<file path="config.mk">
export PLATFORM = sky130hd
export DESIGN_NAME = simple_dual_port_bram
export DESIGN_NICKNAME = d
export VERILOG_FILES = /design/src/rtl/bram_pkg.sv /design/src/rtl/bram_init_sequencer.sv /design/src/rtl/simple_dual_port_bram.sv
export SDC_FILE = /design/constraint.sdc
export NUM_CORES = 1
export LEC_CHECK = 0
export ABC_AREA = 1
export BUFFER_PORTS_ARGS = -buffer_cell sky130_fd_sc_hd__clkbuf_2
export CORE_MARGIN = 5
export CORE_UTILIZATION = 25
export DETAILED_ROUTE_END_ITERATION = 12
export GPL_TIMING_DRIVEN = 0
export SLEW_MARGIN = 20
export SYNTH_ARGS = -nofsm -noshare
export SYNTH_HDL_FRONTEND = slang
export SYNTH_SLANG_ARGS = --single-unit
</file>
<file path="constraint.sdc">
create_clock -name i_CLK -period 3.6 [get_ports i_CLK]
set_input_delay 0.18 -clock i_CLK [delete_from_list [all_inputs] [get_ports i_CLK]]
set_output_delay 0.18 -clock i_CLK [all_outputs]
set_load 0.03 [all_outputs]
</file>
<file path="src/rtl/bram_pkg.sv">
// -----------------------------------------------------------------------------
// bram_pkg
// Shared definitions for the simple dual-port block RAM and its clear sequencer:
//   - read-during-write mode constants
//   - clear-sequencer state encoding
//   - byte_lanes(): number of 8-bit lanes in a data word
//   - merge_bytes(): per-lane merge of new data over an old word under a mask
// merge_bytes works on a fixed maximum width; callers widen their operands with
// a cast and truncate the result back to their own word width.
// -----------------------------------------------------------------------------
package bram_pkg;

    localparam int unsigned RDW_READ_FIRST  = 0;
    localparam int unsigned RDW_WRITE_FIRST = 1;

    localparam int unsigned MAX_DATA_WIDTH = 256;
    localparam int unsigned MAX_LANES      = MAX_DATA_WIDTH / 8;

    typedef enum logic {
        INIT_IDLE  = 1'b0,
        INIT_CLEAR = 1'b1
    } init_state_e;

    function automatic int unsigned byte_lanes(input int unsigned data_width);
        return data_width / 8;
    endfunction

    function automatic logic [MAX_DATA_WIDTH-1:0] merge_bytes(
        input logic [MAX_DATA_WIDTH-1:0] old_word,
        input logic [MAX_DATA_WIDTH-1:0] new_word,
        input logic [MAX_LANES-1:0]      mask
    );
        logic [MAX_DATA_WIDTH-1:0] result;
        result = old_word;
        for (int unsigned k = 0; k < MAX_LANES; k++) begin
            if (mask[k]) begin
                result[8*k +: 8] = new_word[8*k +: 8];
            end
        end
        return result;
    endfunction

endpackage

</file>
<file path="src/rtl/bram_init_sequencer.sv">
// -----------------------------------------------------------------------------
// bram_init_sequencer
// After reset, walks an address counter across the whole array and requests a
// zero write at each address, one word per cycle. Reset held high parks the
// counter at 0; reset asserted mid-clear restarts the sweep.
// Ports:
//   clk_i         clock, rising edge
//   reset_i       synchronous active-high reset
//   busy_o        high while the clear sweep is in progress
//   clear_addr_o  address to be zeroed this cycle
//   clear_we_o    zero-write strobe for clear_addr_o (never high during reset)
// -----------------------------------------------------------------------------
module bram_init_sequencer
    import bram_pkg::*;
#(
    parameter int unsigned p_ADDRESS_WIDTH = 4,
    parameter int unsigned p_INIT_ON_RESET = 1
) (
    input  logic                       clk_i,
    input  logic                       reset_i,
    output logic                       busy_o,
    output logic [p_ADDRESS_WIDTH-1:0] clear_addr_o,
    output logic                       clear_we_o
);

    init_state_e                state_q, state_d;
    logic [p_ADDRESS_WIDTH-1:0] cnt_q, cnt_d;

    always_ff @(posedge clk_i) begin
        if (reset_i) begin
            state_q <= (p_INIT_ON_RESET != 0) ? INIT_CLEAR : INIT_IDLE;
            cnt_q   <= '0;
        end else begin
            state_q <= state_d;
            cnt_q   <= cnt_d;
        end
    end

    always_comb begin
        state_d    = state_q;
        cnt_d      = cnt_q;
        clear_we_o = 1'b0;
        case (state_q)
            INIT_CLEAR: begin
                // The reset branch of the register block overrides cnt/state,
                // so only the write strobe needs reset gating here.
                clear_we_o = !reset_i;
                if (cnt_q == '1) begin
                    state_d = INIT_IDLE;
                    cnt_d   = '0;
                end else begin
                    cnt_d = cnt_q + 1'b1;
                end
            end
            default: begin
                state_d = INIT_IDLE;
            end
        endcase
    end

    assign busy_o       = (p_INIT_ON_RESET != 0) && (state_q == INIT_CLEAR);
    assign clear_addr_o = cnt_q;

endmodule

</file>
<file path="src/rtl/simple_dual_port_bram.sv">
// -----------------------------------------------------------------------------
// simple_dual_port_bram
// One write port and one read port on a shared clock. Byte-masked writes,
// selectable same-address read-during-write result, read latency of 1 or 2
// cycles with a read-valid flag, and an optional post-reset clear sweep.
// Ports:
//   i_CLK            clock, rising edge
//   i_RESET          synchronous active-high reset (RAM contents untouched)
//   i_WRITE_ENABLE   write request
//   i_BYTE_ENABLE    per-lane write mask, bit k covers data [8k+7:8k]
//   i_WRITE_ADDRESS  write address
//   i_WRITE_DATA     write data
//   i_READ_ENABLE    read request
//   i_READ_ADDRESS   read address
//   o_READ_DATA      registered read data, 0 when no read result is present
//   o_READ_VALID     high when o_READ_DATA holds an accepted read's result
//   o_INIT_BUSY      high during the clear sweep; requests ignored meanwhile
// -----------------------------------------------------------------------------
module simple_dual_port_bram
    import bram_pkg::*;
#(
    parameter int unsigned p_ADDRESS_WIDTH = 4,
    parameter int unsigned p_DATA_WIDTH    = 16,
    parameter int unsigned p_READ_LATENCY  = 1,
    parameter int unsigned p_RDW_MODE      = 0,
    parameter int unsigned p_INIT_ON_RESET = 1
) (
    input  logic                                     i_CLK,
    input  logic                                     i_RESET,
    input  logic                                     i_WRITE_ENABLE,
    input  logic [byte_lanes(p_DATA_WIDTH)-1:0]      i_BYTE_ENABLE,
    input  logic [p_ADDRESS_WIDTH-1:0]               i_WRITE_ADDRESS,
    input  logic [p_DATA_WIDTH-1:0]                  i_WRITE_DATA,
    input  logic                                     i_READ_ENABLE,
    input  logic [p_ADDRESS_WIDTH-1:0]               i_READ_ADDRESS,
    output logic [p_DATA_WIDTH-1:0]                  o_READ_DATA,
    output logic                                     o_READ_VALID,
    output logic                                     o_INIT_BUSY
);

    localparam int unsigned DEPTH = 2 ** p_ADDRESS_WIDTH;

    logic [p_DATA_WIDTH-1:0]    mem_q [DEPTH];

    logic                       init_busy;
    logic [p_ADDRESS_WIDTH-1:0] clear_addr;
    logic                       clear_we;

    logic                       wr_ok;
    logic                       rd_ok;
    logic                       bypass;
    logic [p_DATA_WIDTH-1:0]    wr_word;
    logic [p_DATA_WIDTH-1:0]    rd_word;

    logic [p_DATA_WIDTH-1:0]    rd1_data_q;
    logic                       rd1_valid_q;

    bram_init_sequencer #(
        .p_ADDRESS_WIDTH (p_ADDRESS_WIDTH),
        .p_INIT_ON_RESET (p_INIT_ON_RESET)
    ) u_init (
        .clk_i        (i_CLK),
        .reset_i      (i_RESET),
        .busy_o       (init_busy),
        .clear_addr_o (clear_addr),
        .clear_we_o   (clear_we)
    );

    assign wr_ok = i_WRITE_ENABLE && !init_busy && !i_RESET;
    assign rd_ok = i_READ_ENABLE && !init_busy;

    assign wr_word = p_DATA_WIDTH'(merge_bytes(MAX_DATA_WIDTH'(mem_q[i_WRITE_ADDRESS]),
                                               MAX_DATA_WIDTH'(i_WRITE_DATA),
                                               MAX_LANES'(i_BYTE_ENABLE)));

    // Write-first forwards the merged word, so unmasked lanes still read old data.
    assign bypass  = (p_RDW_MODE == RDW_WRITE_FIRST) && wr_ok &&
                     (i_WRITE_ADDRESS == i_READ_ADDRESS);
    assign rd_word = bypass ? wr_word : mem_q[i_READ_ADDRESS];

    // Storage has no reset; the sequencer's strobe is already reset-gated.
    always_ff @(posedge i_CLK) begin
        if (clear_we) begin
            mem_q[clear_addr] <= '0;
        end else if (wr_ok) begin
            mem_q[i_WRITE_ADDRESS] <= wr_word;
        end
    end

    always_ff @(posedge i_CLK) begin
        if (i_RESET) begin
            rd1_data_q  <= '0;
            rd1_valid_q <= 1'b0;
        end else if (rd_ok) begin
            rd1_data_q  <= rd_word;
            rd1_valid_q <= 1'b1;
        end else begin
            rd1_data_q  <= '0;
            rd1_valid_q <= 1'b0;
        end
    end

    if (p_READ_LATENCY == 2) begin : g_lat2
        logic [p_DATA_WIDTH-1:0] rd2_data_q;
        logic                    rd2_valid_q;

        always_ff @(posedge i_CLK) begin
            if (i_RESET) begin
                rd2_data_q  <= '0;
                rd2_valid_q <= 1'b0;
            end else begin
                rd2_data_q  <= rd1_valid_q ? rd1_data_q : '0;
                rd2_valid_q <= rd1_valid_q;
            end
        end

        assign o_READ_DATA  = rd2_data_q;
        assign o_READ_VALID = rd2_valid_q;
    end else begin : g_lat1
        assign o_READ_DATA  = rd1_data_q;
        assign o_READ_VALID = rd1_valid_q;
    end

    assign o_INIT_BUSY = init_busy;

endmodule

</file>
==> results of run 1 <==
==> cell type report <==
| type | count | share of cell area (%) |
|---|---|---|
| Sequential cell | 278 | 58.4 |
| Multi-Input combinational cell | 666 | 20.8 |
| Tap cell | 607 | 5.45 |
| Clock buffer | 32 | 5.29 |
| Inverter | 161 | 4.34 |
| Buffer | 57 | 2.03 |
| Clock inverter | 21 | 2.01 |
| Timing Repair Buffer | 45 | 1.65 |
| Antenna cell | 1 | 0.0180 |
==> timing repair <==
item                                   in CTS  in global routing
gates resized for setup                     0                  0
hold buffers                                1                  0
setup endpoints to repair                   0                  0
endpoints found under the hold margin       1                  0
==> power by group <==
group	switching (mW)	internal [mW]	total, mW	leakage, nW
Clock	1.25	1.97	3.22	0.508
Combinational	0.293	0.111	0.404	2.78
Sequential	0.0113	3.52	3.53	2.43
Total	1.55	5.60	7.15	5.72
==> worst min path at each step <==
| stage | startpoint | end | cells past startpoint |
|---|---|---|---|
| 6_report | i_WRITE_DATA[4] | mem_q[14][4] | 3 |
| 5_1_grt | i_WRITE_DATA[4] | mem_q[13][4] | 3 |
| 4_1_cts | i_WRITE_DATA[5] | mem_q[12][5] | 3 |
| 3_5_place_dp | u_init.clear_addr_o[3] | u_init.clear_addr_o[3] | 2 |
| 3_3_place_gp | u_init.clear_addr_o[3] | u_init.clear_addr_o[3] | 2 |
| 2_1_floorplan | i_RESET | u_init.busy_o | 2 |
==> metal layers <==
metal	track usage, %	part of all wire [%]
met3	3.34	8.9
met2	18.8	44
met4	3.67	2.8
met1	16.9	45
met5	0	0
==> flip-flops by register name (all words and copies together), names as in the netlist <==
signal / cells
u_init.busy_o: 1
u_init.clear_addr_o: 4
mem_q: 256
o_READ_VALID: 1
o_READ_DATA: 16
==> logic make-up (layout without fill, tap and decap cells) <==
logic type / after synthesis / in the layout / share of synthesized area (%)
compound gates: 36 / 36 / 1.52
flops: 278 / 278 / 68.4
simple gates: 629 / 629 / 22.5
other cells: 0 / 1 / 0
fa+ha+maj: 1 / 1 / 0.105
buf+inv: 218 / 316 / 7.47
==> worst register-to-register path: cells and delay by family, from the launching register on <==
kind / cells / cell delay (ns)
AND/OR/NAND/NOR: 7 / 1.70
flip-flops: 1 / 0.32
buffers and inverters: 1 / 0.14
==> cell usage after synthesis <==
master    number
nand2_1      364
edfxtp_1     256
nand3_1      167
inv_1        158
nor2_1        81
buf_2         31
dfxtp_1       22
a21oi_1       19
clkbuf_1      15
o21ai_0       11
nor2_2         8
buf_1          7
o21ai_1        6
buf_6          4
nand3_2        4
inv_2          3
nand3_4        2
ha_1           1
nand2_4        1
nand4_1        1
nor2_8         1
==> impl_metrics.json, run 1 <==
{
  "synth.avg_cell_area_sq_um": 10.2,
  "place.gp.congestion": 0.870,
  "ys_types": 21,
  "end_kind": "flop",
  "reg2reg_depth": 8,
  "synth.area.top_cells": "edfxtp_1 65%, nand2_1 12%, nand3_1 7.0%",
  "cp_top_family": "simple AND/OR/NAND/NOR gates",
  "path_buf_inv": 1,
  "drt_wl_total_um": 33100,
  "fin_nets": 1269,
  "crit_path_start_kind": "flop",
  "ios": 48,
  "initial_core_util_pct": 25.4,
  "vias": 8301,
  "viasPerCell": 4.44,
  "timing.hold.ws_ns": 0.101,
  "outcome": "finished, final reports clean",
  "cp_max_fo": 10,
  "fin_ws_ns": 1.06,
  "worstPathRequired_ns": 3.76,
  "grt_antenna_before_repair": 0,
  "tightest_slew_ns": 1.09,
  "setup_tns_ns": 0,
  "track_usage_pct": 12.2,
  "yosysTopAreaCell": "edfxtp_1",
  "maxCapViolCount": 0,
  "finalPower_mw": 7.15,
  "regArea_sq_um": 8130,
  "r2r_setup_slack_ns": 1.06,
  "r2r_start": "u_init.busy_o",
  "rsz0062_at_grt": "false",
  "core_area_sq_um": 46800,
  "htreeDepth": 1,
  "path_depth": 8,
  "crit_slowest_cell": "nor2_1",
  "fin_util_pct": 29.8,
  "die-area_sq_um": 52000,
  "grt_max_degree": 17,
  "cp_data_arrival_time_ns": 2.70,
  "drtIter0Drc": 883,
  "drv_slew": 0,
  "placementRows": 79,
  "synth_cells": 1162,
  "layout.cells.non_filler": 1868,
  "mostFrequentLayoutCells": "364 x nand2_1, 256 x edfxtp_1, 167 x nand3_1, 158 x inv_1, 64 x nor2_1",
  "cts.sinks": 278,
  "max_stage_delay_ns": 0.83,
  "endpoint": "mem_q[6][4]",
  "multiInputGateArea_sq_um": 2900,
  "die_w_um": 228,
  "portBuffers": 44,
  "period_needed_ns": 2.54,
  "drive_gt1_share_pct": 12.9,
  "synth_area_sq_um": 11900,
  "clk_pin_slew_ns": 0.07,
  "synth_top_area_share_pct": 64.7,
  "dp_hpwl_um": 22600,
  "grt_pass1_vias": 7983,
  "cp-startpoint": "u_init.busy_o",
  "timing.rr.end": "mem_q[6][4]",
  "dpl_worst_slack_ns": 0.974,
  "die_h_um": 228,
  "grt.overflow.total": 0,
  "grt_pass1_wl_um": 49100,
  "dp_cells": 1813,
  "cts_tree": "built",
  "max_slew_margin_pct": 27.3,
  "first_pass_iters": 6,
  "crit_path_frequent_cell": "nand2_1",
  "finalCritPeriodShare_pct": 70.6,
  "cts_setup_buffers": 0,
  "clock_latency_ns": 0.54,
  "ys_seq_elements": 278,
  "setup_viol": 0,
  "fmax_mhz": 393,
  "fin_skew_ns": 0.0125,
  "crit_chain": "buf_6, nor2_8, nand3_4, nand3_1, nand2_1, nor2_2, nand2_1, nor2_1",
  "irDropWorstVdd_v": 0.000325,
  "clockBufferDepth": 3,
  "ant_nets": 0,
  "power_density_nw_per_um2": 513,
  "root_buffer": "clkbuf_16",
  "post-route-drc-count": 0,
  "yosys_warnings": 0,
  "hold_viol_final": 0,
  "post_dp_cell_area_sq_um": 12900,
  "crit_type": "flop to flop",
  "p_leak_nw": 5.72,
  "cts_made_buffers": 29,
  "area_delta_synth_final_pct": 17.3,
  "syn-num-nets": 1193,
  "synth_seq_area_share_pct": 68.4,
  "wire_per_inst_um": 17.7,
  "hp-class": "input port to flop",
  "fillers": 4794,
  "fin_area_sq_um": 13900,
  "layout_commonest_cell": "nand2_1"
}
Note: power is estimated with default switching activity, not from simulation.
==> inputs of run 2 (changes only) <==
==> constraint.sdc (replaced) <==
create_clock -name i_CLK -period 2.3 [get_ports i_CLK]
set_input_delay 0.115 -clock i_CLK [delete_from_list [all_inputs] [get_ports i_CLK]]
set_output_delay 0.115 -clock i_CLK [all_outputs]
set_load 0.03 [all_outputs]
==> run 2 against run 1 <==
Net effect: sequential share of layout area shrank 0.88 points; clock power grew 56%; via count shrank 0.46%; core utilization grew 0.45 points; worst setup slack lost 1.0 ns; global-route usage is essentially flat; critical path depth shrank 1; flip-flop and latch count is the same; first-iteration DRC count shrank 8.7%; non-clock buffer count grew 2; critical path type unchanged.
==> impl_metrics.json, run 2 (synthesis gave the netlist of run 1 again) <==
{
  "post_dp_cell_area_sq_um": 12900,
  "setup_viol": 0,
  "grt.overflow.total": 0,
  "regArea_sq_um": 8130,
  "vias": 8263,
  "cp_top_family": "simple AND/OR/NAND/NOR gates",
  "place.gp.congestion": 0.870,
  "clock_latency_ns": 0.54,
  "drive_gt1_share_pct": 15.4,
  "cp_max_fo": 16,
  "initial_core_util_pct": 25.4,
  "maxCapViolCount": 0,
  "crit_path_start_kind": "flop",
  "track_usage_pct": 12.2,
  "cts.sinks": 278,
  "layout.cells.non_filler": 1870,
  "wire_per_inst_um": 17.6,
  "dp_cells": 1813,
  "ant_nets": 0,
  "fin_nets": 1271,
  "mostFrequentLayoutCells": "364 x nand2_1, 256 x edfxtp_1, 167 x nand3_1, 158 x inv_1, 44 x clkbuf_2",
  "layout_commonest_cell": "nand2_1",
  "max_stage_delay_ns": 0.65,
  "finalPower_mw": 11.2,
  "fillers": 4783,
  "clockBufferDepth": 3,
  "multiInputGateArea_sq_um": 3090,
  "hp-class": "input port to flop",
  "top_register": "mem_q",
  "die_w_um": 228,
  "grt_max_degree": 17,
  "drv_slew": 0,
  "cp_data_arrival_time_ns": 2.51,
  "ios": 48,
  "die_h_um": 228,
  "viasPerCell": 4.42,
  "tightest_slew_ns": 0.954,
  "drtIter0Drc": 806,
  "setup_tns_ns": 0,
  "dp_hpwl_um": 22600,
  "irDropWorstVdd_v": 0.000509,
  "post-route-drc-count": 0,
  "core_area_sq_um": 46800,
  "root_buffer": "clkbuf_16",
  "largest_reg_flops": 256,
  "portBuffers": 44,
  "crit_chain": "buf_6, nor2_8, nand3_4, nand2_4, inv_2, buf_2, nor2_2",
  "grt_antenna_before_repair": 0,
  "crit_type": "flop to flop",
  "area_delta_synth_final_pct": 19.1,
  "drt_wl_total_um": 33000,
  "worstPathRequired_ns": 2.52,
  "path_buf_inv": 3,
  "p_leak_nw": 5.73,
  "die-area_sq_um": 52000,
  "fin_skew_ns": 0.0108,
  "finalCritPeriodShare_pct": 99.2,
  "clk_pin_slew_ns": 0.06,
  "end_kind": "flop",
  "fin_area_sq_um": 14100,
  "cts_tree": "built",
  "outcome": "finished, final reports clean",
  "grt_pass1_vias": 8002,
  "placementRows": 79,
  "rsz0062_at_grt": "true",
  "cts_made_buffers": 29,
  "period_needed_ns": 2.28,
  "grt_pass1_wl_um": 49300,
  "power_density_nw_per_um2": 791,
  "hold_viol_final": 0,
  "first_pass_iters": 5,
  "htreeDepth": 1,
  "fmax_mhz": 438,
  "crit_slowest_cell": "nor2_2",
  "max_slew_margin_pct": 36.4
}
-- run 2: changes by cell type in the layout (fill, tap and decap cells not counted) --
| cell | change |
|---|---|
| buf_12 | +1 |
| nor2_2 | +10 |
| nor2_1 | -31 |
| dlygate4sd3_1 | +1 |
| nor2_4 | +21 |
-- run 2: cell type report --
| type | instances | share of cell area, % |
|---|---|---|
| inverters | 161 | 4.27 |
| multi-input cells | 666 | 21.8 |
| diodes | 1 | 0.0177 |
| flip-flops and latches | 278 | 57.5 |
| clock inverters | 21 | 1.98 |
| clock buffers | 32 | 5.21 |
| plain buffers | 57 | 2.00 |
| repair buffers | 47 | 1.84 |
| well taps | 607 | 5.37 |
-- run 2: timing repair --
item	in CTS	in global routing
hold buffers	2	0
gates resized for setup	31	24
hold endpoints to repair	4	0
pin swaps	0	1
buffers inserted	0	1
setup endpoints to repair	326	275
-- run 2: final timing paths --
kind                                                to  cells past startpoint                    from  slack [ns]
worst max-delay path                      mem_q[2][12]                      7           u_init.busy_o        0.02
worst min-delay path                      mem_q[12][8]                      3         i_WRITE_DATA[8]        0.03
worst max register to register            mem_q[2][12]                      7           u_init.busy_o        0.02
worst min register to register  u_init.clear_addr_o[3]                      2  u_init.clear_addr_o[3]        0.51
-- run 2: where the power goes --
part	internal [mW]	switching [mW]
Combinational	0.178	0.474
Sequential	5.50	0.0175
Clock	3.08	1.93
Total	8.76	2.42
-- run 2: routing by layer --
| metal | vias to the layer above | share of wire (%) | track usage [%] |
|---|---|---|---|
| li1 | 3938 | - | - |
| met1 | 3922 | 44 | 16.9 |
| met2 | 343 | 44 | 19.0 |
| met3 | 60 | 9.2 | 3.34 |
| met4 | 0 | 2.6 | 3.54 |
| met5 | - | 0 | 0 |
-- run 2: worst min-delay path, stage by stage --
cell,delay (ns)
clkbuf_2,0.08
inv_1,0.08
nor2_4,0.10
-- run 2: metrics by stage --
stage | utilization [%] | setup WS [ns] | hold slack [ns]
2_1_floorplan | - | 0.230 | 0.263
3_3_place_gp | 27.5 | -0.298 | 0.458
3_5_place_dp | 27.5 | -0.326 | 0.470
4_1_cts | 29.9 | -0.258 | 0.0577
5_1_grt | 30.2 | -0.138 | 0.0350
6_report | 30.2 | 0.0174 | 0.0304
